`config.mk`:
```
export PLATFORM = sky130hd
export DESIGN_NAME = demux_stream
export DESIGN_NICKNAME = d
export VERILOG_FILES = /design/src/rtl/demux_stream.sv
export SDC_FILE = /design/constraint.sdc
export NUM_CORES = 1
export LEC_CHECK = 0
export BUFFER_PORTS_ARGS = -buffer_cell sky130_fd_sc_hd__clkbuf_2
export CAP_MARGIN = 20
export CORE_MARGIN = 1
export CORE_UTILIZATION = 41
export CTS_CLUSTER_DIAMETER = 50
export DETAILED_ROUTE_END_ITERATION = 6
export GPL_TIMING_DRIVEN = 1
export PLACE_DENSITY = 0.72
export SYNTH_ARGS = -nofsm -noshare
export SYNTH_HDL_FRONTEND = slang
export SYNTH_SLANG_ARGS = --single-unit
export TNS_END_PERCENT = 30
```
`constraint.sdc`:
```
create_clock -name clk -period 1 [get_ports clk]
set_input_delay 0.05 -clock clk [delete_from_list [all_inputs] [get_ports clk]]
set_output_delay 0.05 -clock clk [all_outputs]
set_load 0.005 [all_outputs]
```
`src/rtl/demux_stream.sv`:
```
// Registered 1-to-DEPTH stream demultiplexer with a one-entry holding register per lane.
// Optional per-lane transfer counters on beat_cnt when DEMUX_STREAM_CNT_EN is defined.
module demux_stream #(
  parameter int unsigned BIT_WIDTH = 8,
  parameter int unsigned DEPTH     = 2,
  parameter int unsigned SEL_WIDTH = (DEPTH > 2) ? $clog2(DEPTH) : 1
) (
  input  logic                       clk,
  input  logic                       rst,
  input  logic [BIT_WIDTH-1:0]       in_data,
  input  logic [SEL_WIDTH-1:0]       in_sel,
  input  logic                       in_valid,
  output logic                       in_ready,
  output logic [BIT_WIDTH*DEPTH-1:0] out_data,
  output logic [DEPTH-1:0]           out_valid,
  input  logic [DEPTH-1:0]           out_ready,
  output logic                       drop_err
`ifdef DEMUX_STREAM_CNT_EN
  ,
  output logic [16*DEPTH-1:0]        beat_cnt
`endif
);

  logic [BIT_WIDTH*DEPTH-1:0] data_q, data_d;
  logic [DEPTH-1:0]           valid_q, valid_d;
  logic                       drop_q, drop_d;
  logic [DEPTH-1:0]           lane_sel;
  logic                       in_range;
  logic                       in_xfer;

  // One-hot decode of in_sel; all-zero when the select is out of range.
  always_comb begin
    lane_sel = '0;
    for (int i = 0; i < int'(DEPTH); i++) begin
      lane_sel[i] = (in_sel == SEL_WIDTH'(i));
    end
  end

  assign in_range = |lane_sel;

  always_comb begin
    in_ready = 1'b0;
    if (!rst) begin
      if (!in_range) begin
        in_ready = 1'b1;
      end else begin
        in_ready = |(lane_sel & (~valid_q | out_ready));
      end
    end
  end

  assign in_xfer = in_valid & in_ready;

  always_comb begin
    data_d  = data_q;
    valid_d = valid_q;
    drop_d  = drop_q | (in_xfer & ~in_range);
    for (int i = 0; i < int'(DEPTH); i++) begin
      if (in_xfer && lane_sel[i]) begin
        data_d[i*BIT_WIDTH +: BIT_WIDTH] = in_data;
        valid_d[i]                       = 1'b1;
      end else if (valid_q[i] && out_ready[i]) begin
        valid_d[i] = 1'b0;
      end
    end
  end

  always_ff @(posedge clk) begin
    if (rst) begin
      data_q  <= '0;
      valid_q <= '0;
      drop_q  <= 1'b0;
    end else begin
      data_q  <= data_d;
      valid_q <= valid_d;
      drop_q  <= drop_d;
    end
  end

  assign out_data  = data_q;
  assign out_valid = valid_q;
  assign drop_err  = drop_q;

`ifdef DEMUX_STREAM_CNT_EN
  logic [16*DEPTH-1:0] cnt_q, cnt_d;

  always_comb begin
    cnt_d = cnt_q;
    for (int i = 0; i < int'(DEPTH); i++) begin
      if (valid_q[i] && out_ready[i]) begin
        cnt_d[i*16 +: 16] = cnt_q[i*16 +: 16] + 16'd1;
      end
    end
  end

  always_ff @(posedge clk) begin
    if (rst) begin
      cnt_q <= '0;
    end else begin
      cnt_q <= cnt_d;
    end
  end

  assign beat_cnt = cnt_q;
`endif

endmodule

```
==> metrics.yaml <==
outcome: "complete, but fails checks"
violations: "negative setup slack"
crit_arrival_ns: 1.04
die_x_um: 47.1
grt-ovfl-total: 0
period_needed_ns: 1.09
syn_to_final_growth_pct: 46.8
syn_area_um2: 835
critical_path.top_delay_family: "flip-flops"
clock_sinks: 18
cpPeakStageDelay_ns: 0.33
power_density_mw_per_mm2: 1210
synth_edf_count: 0
layout_setup_ws_ns: -0.0932
rows: 15
setup_viol: 17
cap_violations: 0
finalNetCount: 138
multi_input_area_um2: 470
gp_congestion: 0.633
vias_per_cell: 4.78
track_usage_pct: 17.8
yosysMostFrequentCell: "dfxtp_1"
synth_area_leaders: "dfxtp_1 (43%), mux2_4 (14%), a31o_1 (8.4%)"
coreArea_mm2: 0.00182
clkLatencyLatePin_ns: 0.29
port_buffers: 32
syn_avg_cell_area_um2: 10.8
synth_seq_area_share_pct: 43.2
syn_nets: 91
critical_path_buf_inv_count: 1
critPathMaxFanout: 2
synth_ff_type: "dfxtp_1"
syn_inst: 77
die_y_um: 47.1
cts_root_buf: "clkbuf_4"
synthArstFlopShare_pct: 0
yosysTopAreaCell: "dfxtp_1"
grt_pass1_vias: 635
die_area_mm2: 0.00222
antennaDiodeCount: 0
start_kind: "register"
max_freq_ghz: 0.915
synth_common_cells: "dfxtp_1 (18), nand2b_1 (10), nor2b_1 (9)"
end_kind: "output port"
start_util_pct: 45.8
cpMaxStageDelayCell: "dfxtp_2"
cts_tree: "done"
yosysUniqueCellTypes: 17
dp_hpwl_um: 1180
yosys.area.top_type_share_pct: 43.2
numCtsBuffers: 3
clk_pin_slew_worst_paths_ns: 0.10
r2r_slack_ns: -0.08
drive_gt1_share_pct: 50.4
vias: 708
finish.instance_area_mm2: 0.00122
yosysWarnings: 0
min_path_type: "input port to register"
slew_violations: 0
placed_area_mm2: 0.00103
drcViolationCount: 0
min_period_over_period_pct: 109
dr.pass1.iters: 4
drt_iter0_drc: 8
clock_path_buffers: 2
ys_ff_latch: 18
report.final.hold_viol_count: 0
leakagePower_nw: 0.578
grt_max_degree: 20
final-seq-area_um2: 363
antenna_left: 0
peakVddDrop_mv: 1.03
required_ns: 0.95
cp_cell_sequence: "nor2b_4 > a211oi_2 > buf_2"
antenna_found_initial: 0
drt-wirelength-per-cell_um: 11.8
ioPinCount: 34
grt_pass1_wl_um: 2700
fin_worst_skew_ns: 0.00171
fillers: 152
setup_tns_ns: -0.999
rsz0062_at_grt: "true"
critical_path_class: "register to output port"
wl_um: 1740
htree_num_levels: 1
-- final timing paths --
path                              startpoint           end  cells past startpoint
worst max-delay path            out_valid[1]      in_ready                      3
worst min-delay path                     rst  out_valid[0]                      4
worst max register to register  out_valid[1]  out_data[15]                      5
worst min register to register  out_data[10]  out_data[10]                      3
-- power by group --
group	internal, mW	switching (mW)
Clock	0.222	0.228
Sequential	0.756	0.0210
Combinational	0.153	0.101
-- registers in the layout, indices dropped and copies added, names as in the netlist --
name / flops
out_data: 16
out_valid: 2
-- per-layer routing --
layer,share of wire (%),GRT usage [%],wire length (µm),vias up
met5,0,0,0,-
met4,1.6,6.86,28,0
met3,5.1,4.62,88,5
met2,46,29.4,804,26
met1,47,22.1,818,321
li1,-,-,-,356
-- layout make-up --
class                   count  share of cell area, %
repair buffers             48                   26.5
well taps                  25                   2.55
clock buffers               4                   2.96
multi-input cells          53                   38.4
flip-flops and latches     18                   29.6
-- timing repair --
action	4_1_cts	5_1_grt
pin swaps	1	1
endpoints found under the hold margin	15	0
gates resized for setup	6	5
endpoints found under the setup margin	9	17
cloned	1	0
buffers inserted	2	1
hold buffers	8	0
-- through the flow --
step,total power [mW],hold WS (ns),cells,worst slack (ns),utilization (%)
5_1_grt,1.55,0.136,148,-0.175,67.3
2_1_floorplan,0.915,0.156,77,0.0169,-
3_3_place_gp,0.999,0.290,132,0.0153,56.6
6_report,1.48,0.135,148,-0.0932,67.3
4_1_cts,1.49,0.0583,147,-0.128,65.8
3_5_place_dp,1.00,0.294,132,-0.0190,56.6
-- cell families (layout without fill, tap and decap cells) --
kind of cell / Yosys count / in the layout / share of synthesized area (%)
mux: 8 / 8 / 14.4
buf+inv: 7 / 52 / 6.60
flops: 18 / 18 / 43.2
compound gates: 18 / 18 / 15.1
simple gates: 25 / 26 / 20.2
other cells: 1 / 1 / 0.449
-- worst register-to-register path, cell delays in order (launching register included) --
cell      delay, ns
dfxtp_2        0.33
buf_4          0.12
nand2b_1       0.13
buf_6          0.15
a21oi_1        0.07
a31o_1         0.18
-- cells in the final DEF (no fill, tap or decap) --
master / n
a211oi_2: 1
a21oi_1: 8
a21oi_2: 1
a31o_1: 8
and3b_1: 1
buf_12: 1
buf_2: 1
buf_4: 4
buf_6: 3
clkbuf_2: 31
clkbuf_4: 3
clkbuf_8: 1
conb_1: 1
dfxtp_1: 16
dfxtp_2: 2
dlygate4sd3_1: 8
mux2_4: 8
nand2_8: 2
nand2b_1: 9
nand2b_4: 1
nor2_1: 2
nor2_2: 1
nor2b_1: 8
nor2b_4: 1
nor3b_4: 1
Power figures use the tool's default switching activity.
